<file path="config.mk">
export PLATFORM = sky130hd
export DESIGN_NAME = ball_motion_engine_flat
export DESIGN_NICKNAME = d
export VERILOG_FILES = /design/src/rtl/ball_pkg.sv /design/src/rtl/ball_motion_engine_if.sv /design/src/rtl/ball_axis_step.sv /design/src/rtl/ball_motion_engine.sv /design/src/flat_wrapper.sv
export SDC_FILE = /design/constraint.sdc
export NUM_CORES = 2
export LEC_CHECK = 0
export ABC_AREA = 1
export CAP_MARGIN = 20
export CORE_ASPECT_RATIO = 1.2
export CORE_UTILIZATION = 35
export CTS_CLUSTER_DIAMETER = 60
export DETAILED_ROUTE_END_ITERATION = 12
export PLACE_DENSITY_LB_ADDON = 0.25
export REMOVE_ABC_BUFFERS = 1
export SYNTH_ARGS = -nofsm -noshare
export SYNTH_HDL_FRONTEND = slang
export SYNTH_SLANG_ARGS = --single-unit
</file>
<file path="constraint.sdc">
create_clock -name clk -period 67.5 [get_ports clk]
set_input_delay 13.5 -clock clk [delete_from_list [all_inputs] [get_ports clk]]
set_output_delay 13.5 -clock clk [all_outputs]
set_load 0.05 [all_outputs]
</file>
<file path="src/rtl/ball_pkg.sv">
// Shared types and constants for the ball motion engine: field codes,
// FSM states, per-ball storage layout and the display register index map.
package ball_pkg;

  localparam int NBALLS_DEF = 10;

  // Field codes as they appear in cfg_addr[2:0]; codes 5-7 are unused.
  typedef enum logic [2:0] {
    F_X    = 3'd0,
    F_Y    = 3'd1,
    F_VX   = 3'd2,
    F_VY   = 3'd3,
    F_SIZE = 3'd4
  } field_e;

  typedef enum logic [2:0] {
    IDLE  = 3'd0,
    STEP  = 3'd1,
    WR_X  = 3'd2,
    WR_Y  = 3'd3,
    WR_SZ = 3'd4
  } state_e;

  typedef struct packed {
    logic [15:0]        x;
    logic [15:0]        y;
    logic signed [7:0]  vx;
    logic signed [7:0]  vy;
    logic [15:0]        size;
  } ball_t;

  // Display register index: three consecutive registers per ball (x, y, size).
  function automatic logic [4:0] reg_index(input logic [3:0] ball, input logic [1:0] field);
    return 5'(ball) * 5'd3 + {3'b000, field};
  endfunction

endpackage

</file>
<file path="src/rtl/ball_motion_engine_if.sv">
// Display register write port driven by the motion engine.
//
// Handshake: write-only strobe bus with no back-pressure. A word is transferred
// in every cycle where disp_write is high; disp_chipselect mirrors disp_write,
// and address/data are only meaningful in those cycles. The display accepts
// every word unconditionally, so there is no ready signal.
interface ball_motion_engine_if;
  logic        disp_chipselect;
  logic        disp_write;
  logic [4:0]  disp_address;
  logic [16:0] disp_writedata;

  modport master (
    output disp_chipselect,
    output disp_write,
    output disp_address,
    output disp_writedata
  );

  modport slave (
    input disp_chipselect,
    input disp_write,
    input disp_address,
    input disp_writedata
  );
endinterface

</file>
<file path="src/rtl/ball_axis_step.sv">
// One-axis position step: add velocity, reflect off the bounds (negating
// the velocity), then clamp the position into [MIN, MAX]. Purely combinational.
module ball_axis_step #(
  parameter int MIN = 0,
  parameter int MAX = 1279
) (
  input  logic [15:0]       pos,
  input  logic signed [7:0] v,
  output logic [15:0]       pos_n,
  output logic signed [7:0] v_n
);

  localparam logic signed [17:0] MIN_S  = 18'(MIN);
  localparam logic signed [17:0] MAX_S  = 18'(MAX);
  localparam logic signed [17:0] MIN2_S = 18'(2 * MIN);
  localparam logic signed [17:0] MAX2_S = 18'(2 * MAX);

  logic signed [17:0] n;
  logic signed [17:0] r;
  logic signed [7:0]  v_neg;

  // Step, reflect and clamp in 18-bit signed arithmetic so a 16-bit unsigned
  // position plus an 8-bit signed velocity can never wrap.
  always_comb begin
    n     = $signed({2'b00, pos}) + $signed({{10{v[7]}}, v});
    // -(-128) does not fit in 8 bits; saturate to +127 instead.
    v_neg = (v == -8'sd128) ? 8'sd127 : -v;
    r     = n;
    v_n   = v;
    if (n > MAX_S) begin
      r   = MAX2_S - n;
      v_n = v_neg;
    end else if (n < MIN_S) begin
      r   = MIN2_S - n;
      v_n = v_neg;
    end
    // A wildly out-of-range stored position can reflect past the far bound.
    if (r > MAX_S) r = MAX_S;
    if (r < MIN_S) r = MIN_S;
    pos_n = r[15:0];
  end

endmodule

</file>
<file path="src/rtl/ball_motion_engine.sv">
// Frame-synchronous ball mover. On an accepted frame tick it walks every ball:
// one STEP cycle updates position/velocity in storage, then three cycles stream
// x, y and size to the display register port. Software configures balls at
// any time through the cfg port; a cfg write beats the step write-back for the
// field it targets.
module ball_motion_engine
  import ball_pkg::*;
#(
  parameter int NBALLS = NBALLS_DEF,
  parameter int XMIN   = 0,
  parameter int XMAX   = 1279,
  parameter int YMIN   = 0,
  parameter int YMAX   = 479
) (
  input  logic                        clk,
  input  logic                        reset,
  input  logic                        run,
  input  logic                        frame_tick,
  input  logic                        cfg_write,
  input  logic [6:0]                  cfg_addr,
  input  logic [15:0]                 cfg_writedata,
  input  logic                        overrun_clr,
  ball_motion_engine_if.master        disp,
  output logic                        busy,
  output logic                        overrun,
  output state_e                      dbg_state,
  output logic [3:0]                  dbg_ball
);

  ball_t       balls_q [NBALLS];
  state_e      state_q, state_n;
  logic [3:0]  idx_q, idx_n;

  ball_t       cur;
  logic [15:0] x_n, y_n;
  logic signed [7:0] vx_n, vy_n;

  logic [3:0]  cfg_ball;
  logic [2:0]  cfg_field;
  logic        cfg_hit;
  logic        cfg_this;

  logic        wr_n;
  logic [4:0]  addr_n;
  logic [15:0] data_n;

  assign cfg_ball  = cfg_addr[6:3];
  assign cfg_field = cfg_addr[2:0];
  assign cfg_hit   = cfg_write && (int'(cfg_ball) < NBALLS) && (cfg_field <= 3'd4);
  assign cfg_this  = cfg_hit && (cfg_ball == idx_q);

  assign cur       = balls_q[idx_q];
  assign dbg_state = state_q;
  assign dbg_ball  = idx_q;

  ball_axis_step #(.MIN(XMIN), .MAX(XMAX)) u_step_x (
    .pos   (cur.x),
    .v     (cur.vx),
    .pos_n (x_n),
    .v_n   (vx_n)
  );

  ball_axis_step #(.MIN(YMIN), .MAX(YMAX)) u_step_y (
    .pos   (cur.y),
    .v     (cur.vy),
    .pos_n (y_n),
    .v_n   (vy_n)
  );

  // Ball storage: step write-back first, cfg write second so cfg wins per field.
  always_ff @(posedge clk or posedge reset) begin
    if (reset) begin
      for (int b = 0; b < NBALLS; b++) balls_q[b] <= '0;
    end else begin
      for (int b = 0; b < NBALLS; b++) begin
        if (state_q == STEP && idx_q == 4'(b)) begin
          balls_q[b].x  <= x_n;
          balls_q[b].y  <= y_n;
          balls_q[b].vx <= vx_n;
          balls_q[b].vy <= vy_n;
        end
        if (cfg_hit && cfg_ball == 4'(b)) begin
          case (cfg_field)
            3'd0:    balls_q[b].x    <= cfg_writedata;
            3'd1:    balls_q[b].y    <= cfg_writedata;
            3'd2:    balls_q[b].vx   <= cfg_writedata[7:0];
            3'd3:    balls_q[b].vy   <= cfg_writedata[7:0];
            3'd4:    balls_q[b].size <= cfg_writedata;
            default: ;
          endcase
        end
      end
    end
  end

  // FSM state and ball index registers.
  always_ff @(posedge clk or posedge reset) begin
    if (reset) begin
      state_q <= IDLE;
      idx_q   <= '0;
    end else begin
      state_q <= state_n;
      idx_q   <= idx_n;
    end
  end

  // Next-state logic: one STEP plus three writes per ball, then back to IDLE.
  always_comb begin
    state_n = state_q;
    idx_n   = idx_q;
    case (state_q)
      IDLE: begin
        if (frame_tick && run) begin
          state_n = STEP;
          idx_n   = '0;
        end
      end
      STEP:  state_n = WR_X;
      WR_X:  state_n = WR_Y;
      WR_Y:  state_n = WR_SZ;
      WR_SZ: begin
        if (idx_q == 4'(NBALLS - 1)) begin
          state_n = IDLE;
        end else begin
          state_n = STEP;
          idx_n   = idx_q + 4'd1;
        end
      end
      default: state_n = IDLE;
    endcase
  end

  // Display word for the upcoming write state. The same cycle's cfg write is
  // folded in so the display always shows what storage will hold.
  always_comb begin
    wr_n   = 1'b0;
    addr_n = '0;
    data_n = '0;
    case (state_n)
      WR_X: begin
        wr_n   = 1'b1;
        addr_n = reg_index(idx_q, 2'd0);
        data_n = (cfg_this && cfg_field == 3'd0) ? cfg_writedata : x_n;
      end
      WR_Y: begin
        wr_n   = 1'b1;
        addr_n = reg_index(idx_q, 2'd1);
        data_n = (cfg_this && cfg_field == 3'd1) ? cfg_writedata : cur.y;
      end
      WR_SZ: begin
        wr_n   = 1'b1;
        addr_n = reg_index(idx_q, 2'd2);
        data_n = (cfg_this && cfg_field == 3'd4) ? cfg_writedata : cur.size;
      end
      default: ;
    endcase
  end

  // Registered display port and busy flag.
  always_ff @(posedge clk or posedge reset) begin
    if (reset) begin
      disp.disp_write      <= 1'b0;
      disp.disp_chipselect <= 1'b0;
      disp.disp_address    <= '0;
      disp.disp_writedata  <= '0;
      busy                 <= 1'b0;
    end else begin
      disp.disp_write      <= wr_n;
      disp.disp_chipselect <= wr_n;
      disp.disp_address    <= addr_n;
      disp.disp_writedata  <= {1'b0, data_n};
      busy                 <= (state_n != IDLE);
    end
  end

  // Sticky overrun: an enabled tick arriving mid-update; set beats clear.
  always_ff @(posedge clk or posedge reset) begin
    if (reset) begin
      overrun <= 1'b0;
    end else if (frame_tick && run && state_q != IDLE) begin
      overrun <= 1'b1;
    end else if (overrun_clr) begin
      overrun <= 1'b0;
    end
  end

endmodule

</file>
<file path="src/flat_wrapper.sv">
// flat-port wrapper written by rule: the top's interface ports become plain ports
module ball_motion_engine_flat import ball_pkg::*;
#(
  parameter int NBALLS = NBALLS_DEF,
  parameter int XMIN   = 0,
  parameter int XMAX   = 1279,
  parameter int YMIN   = 0,
  parameter int YMAX   = 479
)
  (clk, reset, run, frame_tick, cfg_write, cfg_addr, cfg_writedata, overrun_clr, busy, overrun, dbg_state, dbg_ball, disp_disp_chipselect, disp_disp_write, disp_disp_address, disp_disp_writedata);
  ball_motion_engine_if disp_i ();
  input  logic clk;
  input  logic reset;
  input  logic run;
  input  logic frame_tick;
  input  logic cfg_write;
  input  logic [6:0] cfg_addr;
  input  logic [15:0] cfg_writedata;
  input  logic overrun_clr;
  output logic busy;
  output logic overrun;
  output state_e dbg_state;
  output logic [3:0] dbg_ball;
  output wire logic [$bits(disp_i.disp_chipselect)-1:0] disp_disp_chipselect;
  output wire logic [$bits(disp_i.disp_write)-1:0] disp_disp_write;
  output wire logic [$bits(disp_i.disp_address)-1:0] disp_disp_address;
  output wire logic [$bits(disp_i.disp_writedata)-1:0] disp_disp_writedata;
  assign disp_disp_chipselect = disp_i.disp_chipselect;
  assign disp_disp_write = disp_i.disp_write;
  assign disp_disp_address = disp_i.disp_address;
  assign disp_disp_writedata = disp_i.disp_writedata;
  ball_motion_engine #(.NBALLS(NBALLS), .XMIN(XMIN), .XMAX(XMAX), .YMIN(YMIN), .YMAX(YMAX)) u_core (.clk(clk), .reset(reset), .run(run), .frame_tick(frame_tick), .cfg_write(cfg_write), .cfg_addr(cfg_addr), .cfg_writedata(cfg_writedata), .overrun_clr(overrun_clr), .disp(disp_i), .busy(busy), .overrun(overrun), .dbg_state(dbg_state), .dbg_ball(dbg_ball));
endmodule
</file>
==> tab_implementation.tex <==
\begin{tabular}{lr}
\hline
Metric & Value \\
\hline
\multicolumn{2}{l}{\textbf{Run status}} \\
\quad Status & completed \\
\multicolumn{2}{l}{\textbf{Final layout}} \\
\quad Final Net Count & 5624 \\
\quad Filler cell count in the final layout & 11907 \\
\quad Area growth, synth to finish & 11.2\% \\
\quad Design Area, Final & 44900 µm² \\
\quad Layout cell share with drive strength beyond 1 & 6.70\% \\
\quad Layout Cells excl Fill & 7119 \\
\multicolumn{2}{l}{\textbf{Routing}} \\
\quad DRC viols & 0 \\
\quad Number of nets with antenna violations after detailed routing & 0 \\
\quad Top layer reached by signal wires & met5 \\
\quad Via density & 5.63 \\
\quad WL final & 161000 µm \\
\quad Met3 WL & 12600 µm \\
\quad Met1 routed wirelength after detailed routing & roughly 66000 µm \\
\quad Routed length on met2 & 74400 µm \\
\quad Pre-antenna DRT Iters & 7 \\
\quad Total via count in the routed design & between 40000 and 50000 \\
\quad Detailed router's first-iteration violation count & $\sim$4600 \\
\quad Per-cell routed wire length & 22.6 µm \\
\multicolumn{2}{l}{\textbf{Worst setup path}} \\
\quad WP data arrival & 18.00 ns \\
\quad Startpoint Class & input pin \\
\quad Critical Path RT & 68.17 ns \\
\quad Top fanout value on the critical path & 108 \\
\quad Type of the worst setup path & in2async \\
\quad Kind of end point of the critical path & async pin \\
\multicolumn{2}{l}{\textbf{Clock network}} \\
\quad H-tree depth & 3 \\
\quad Clock input transition at the sequential cells of the worst setup and hold paths & 0.06 ns \\
\quad Hold bufs inserted after CTS & 0 \\
\quad Root Buffer Master & sky130\_fd\_sc\_hd\_\_clkbuf\_16 \\
\quad Clock latency on the worst-skew pair & 0.69 ns \\
\quad Count of buffers added by post-CTS timing repair for setup & 0 \\
\quad Total number of clock tree sinks & 671 \\
\quad Clock Tree Buf Depth & 3 \\
\quad Quantity of gates resized following cts & 0 \\
\quad Number of buffers inserted during clock tree synthesis & 75 \\
\quad CTS tree & done \\
\multicolumn{2}{l}{\textbf{Floorplanning}} \\
\quad Starting Density & 35.3\% \\
\quad Placement row count & 136 \\
\quad Die Width & 312 µm \\
\quad Io pins & 62 \\
\quad Vertical die dimension & 374 µm \\
\quad Die outline area & 117000 µm² \\
\quad Core region area & 115000 µm² \\
\multicolumn{2}{l}{\textbf{STA}} \\
\quad Relative slew margins & 20.1\% \\
\quad Share of the clock period used by the worst path after layout & roughly a quarter \\
\quad Final period demand of the worst path & 17.34 ns \\
\quad TNS Setup & 0 ns \\
\quad RSZ-0062 raised after global routing & false \\
\quad Peak Freq & 0.0577 GHz \\
\quad Tightest Pin Transition & between 1 and 1.5 ns \\
\quad Smallest hold slack & 0.478 ns \\
\quad Final Setup Violations & 0 \\
\quad Endpoints failing hold & 0 \\
\quad Maximum clock skew at final layout & around 0.035 ns \\
\quad Final count of pins violating max slew & 0 \\
\multicolumn{2}{l}{\textbf{Synth}} \\
\quad Number of enable flip-flop cells after synthesis & 0 \\
\quad Area of the mapped netlist & 40400 µm² \\
\quad Synth Flop Type & sky130\_fd\_sc\_hd\_\_dfrtp\_1 \\
\quad Area leader, netlist & sky130\_fd\_sc\_hd\_\_dfrtp\_1 \\
\quad Adder-cell area share of the yosys netlist & 1.76\% \\
\quad Gate count after technology mapping & 5679 \\
\quad Area share of xor/xnor cells in the synthesized design & 0.867\% \\
\quad Average cell area after synthesis & 7.11 µm² \\
\quad Main area contributors after synthesis & sky130\_fd\_sc\_hd\_\_dfrtp\_1 42\%, sky130\_fd\_sc\_hd\_\_nand2\_1 15\%, sky130\_fd\_sc\_hd\_\_o21ai\_0 12\% \\
\quad Number of warning messages in the yosys log & 0 \\
\quad Async SR Flop Fraction & between 90\% and 100\% \\
\quad Distinct cell type count after synthesis & 66 \\
\quad Top-area cell type share of the netlist area & between 40\% and 50\% \\
\quad Sequential cell area fraction in the yosys report & 41.6\% \\
\quad Area fraction in compound gates after synthesis & between 20\% and 30\% \\
\quad Fraction of the mapped netlist area in simple logic gates & 26.7\% \\
\quad Combinational family with the most area after synthesis & simple AND/OR/NAND/NOR gates \\
\quad Flop and latch count out of synthesis & 671 \\
\quad Fraction of synthesized area in multiplexers & 0.396\% \\
\multicolumn{2}{l}{\textbf{Placement}} \\
\quad Half-perimeter wire length after placement & 99200 µm \\
\quad Placement Cell Area & 42200 µm² \\
\quad Count of buffers inserted at the top-level ports & 60 \\
\quad Total placed cells including tap cells & 6979 \\
\quad Global placement routability congestion & 0.902 \\
\multicolumn{2}{l}{\textbf{Global routing}} \\
\quad Congestion Overflow GR & 0 \\
\quad Number of global-route vias before repair & 37913 \\
\quad Total routing resource utilization after global routing & 26.9\% \\
\quad Maximum number of pins on one net before global-route repair & between 150 and 200 \\
\quad First-pass GRT wire length & 241000 µm \\
\quad Number of antenna violations at the first check in global routing & 4 \\
\multicolumn{2}{l}{\textbf{Run}} \\
\quad Max\_cap viols & 0 \\
\multicolumn{2}{l}{\textbf{Min path}} \\
\quad Worst min-delay path category & reg2reg \\
\hline
\end{tabular}
[placed cells by master, fill, tap and decap left out, types with 16 or more instances in the layout]
| cell | n |
|---|---|
| sky130_fd_sc_hd__clkbuf_8 | 19 |
| sky130_fd_sc_hd__clkbuf_16 | 75 |
| sky130_fd_sc_hd__dfrtp_1 | 668 |
| sky130_fd_sc_hd__o22ai_1 | 179 |
| sky130_fd_sc_hd__o221ai_1 | 91 |
| sky130_fd_sc_hd__clkdlybuf4s50_1 | 60 |
| sky130_fd_sc_hd__ha_1 | 52 |
| sky130_fd_sc_hd__o21ai_0 | 955 |
| sky130_fd_sc_hd__buf_4 | 71 |
| sky130_fd_sc_hd__mux2i_1 | 16 |
| sky130_fd_sc_hd__a21oi_1 | 99 |
| sky130_fd_sc_hd__nand2_1 | 1606 |
| sky130_fd_sc_hd__o211ai_1 | 25 |
| sky130_fd_sc_hd__nor2_2 | 22 |
| sky130_fd_sc_hd__nor2_4 | 20 |
| sky130_fd_sc_hd__inv_1 | 445 |
| sky130_fd_sc_hd__nand2_2 | 30 |
| sky130_fd_sc_hd__o32ai_1 | 35 |
| sky130_fd_sc_hd__xor2_1 | 24 |
| sky130_fd_sc_hd__inv_2 | 23 |
| sky130_fd_sc_hd__nor2_1 | 561 |
| sky130_fd_sc_hd__nand3_1 | 245 |
| sky130_fd_sc_hd__nor3_1 | 24 |
| sky130_fd_sc_hd__nand4_1 | 37 |
[area by class of cell]
cell class / count / area (µm²) / share of cell area (%)
Multi-Input combinational cell: 4175 / 20500 / 45.6
Sequential cell: 671 / 16800 / 37.4
Clock buffer: 104 / 2170 / 4.82
Tap cell: 1518 / 1900 / 4.23
Inverter: 480 / 1820 / 4.05
Timing Repair Buffer: 137 / 1250 / 2.78
Clock inverter: 33 / 477 / 1.06
Antenna cell: 1 / 2.50 / 0.00557
[per-stage QoR]
stage / util [%] / setup WS, ns
6_report: 39.2 / 50.16
5_1_grt: 39.2 / 49.58
4_1_cts: 39.2 / 50.06
3_5_place_dp: 36.9 / 49.33
3_3_place_gp: 36.8 / 49.34
2_1_floorplan: - / 35.19
[Yosys cell counts, types with 35 or more instances]
| master | n |
|---|---|
| sky130_fd_sc_hd__nand2_1 | 1607 |
| sky130_fd_sc_hd__o21ai_0 | 955 |
| sky130_fd_sc_hd__dfrtp_1 | 671 |
| sky130_fd_sc_hd__nor2_1 | 578 |
| sky130_fd_sc_hd__inv_1 | 448 |
| sky130_fd_sc_hd__clkbuf_1 | 268 |
| sky130_fd_sc_hd__nand3_1 | 245 |
| sky130_fd_sc_hd__o22ai_1 | 179 |
| sky130_fd_sc_hd__a21oi_1 | 99 |
| sky130_fd_sc_hd__o221ai_1 | 91 |
| sky130_fd_sc_hd__ha_1 | 52 |
| sky130_fd_sc_hd__buf_2 | 48 |
| sky130_fd_sc_hd__nand4_1 | 37 |
| sky130_fd_sc_hd__o32ai_1 | 35 |
[final timing paths]
path / depth (start not counted) / endpoint / slack [ns] / start
worst max-delay path: 6 / u_core.balls_q[40] / 50.16 / reset
worst min-delay path: 2 / u_core.balls_q[454] / 0.48 / u_core.balls_q[454]
worst max register to register: 23 / u_core.disp.disp_writedata[8] / 59.22 / u_core.dbg_ball[0]
worst min register to register: 2 / u_core.balls_q[454] / 0.48 / u_core.balls_q[454]
max in group clk: 14 / u_core.balls_q[488] / 50.72 / cfg_addr[2]
min in group asynchronous: 2 / u_core.balls_q[258] / 13.34 / reset
[flip-flops by register name, indices dropped and copies added, names as in the netlist]
| name | count |
|---|---|
| u_core.balls_q | 640 |
| u_core.busy | 1 |
| u_core.dbg_ball | 4 |
| u_core.dbg_state | 3 |
| u_core.disp.disp_address | 5 |
| u_core.disp.disp_chipselect | 1 |
| u_core.disp.disp_writedata | 16 |
| u_core.overrun | 1 |
[worst max-delay path, cell delays in order]
cell,delay (ns)
sky130_fd_sc_hd__clkdlybuf4s50_1,0.49
sky130_fd_sc_hd__inv_8,0.53
sky130_fd_sc_hd__buf_4,0.76
sky130_fd_sc_hd__buf_4,0.74
sky130_fd_sc_hd__buf_4,0.81
sky130_fd_sc_hd__buf_4,0.85
[per-layer routing]
layer,GRT usage (%),vias to the layer above
met4,14.3,4
met1,34.2,19365
met3,4.44,386
met2,43.7,1770
met5,0,-
li1,-,18520
[cells by family (layout without fill, tap and decap cells)]
family	count (synthesis)	after routing
adder cells (fa/ha/maj)	55	55
AO/OA/AOI/OAI	1463	1463
buffers and inverters	833	754
other	1	2
AND/OR/NAND/NOR	2603	2603
multiplexers	16	16
flip-flops	671	671
XOR/XNOR	37	37
Power is left out: the tool's default activity adds up to more than one toggle a clock period on the data nets, which glitch-free logic cannot reach.
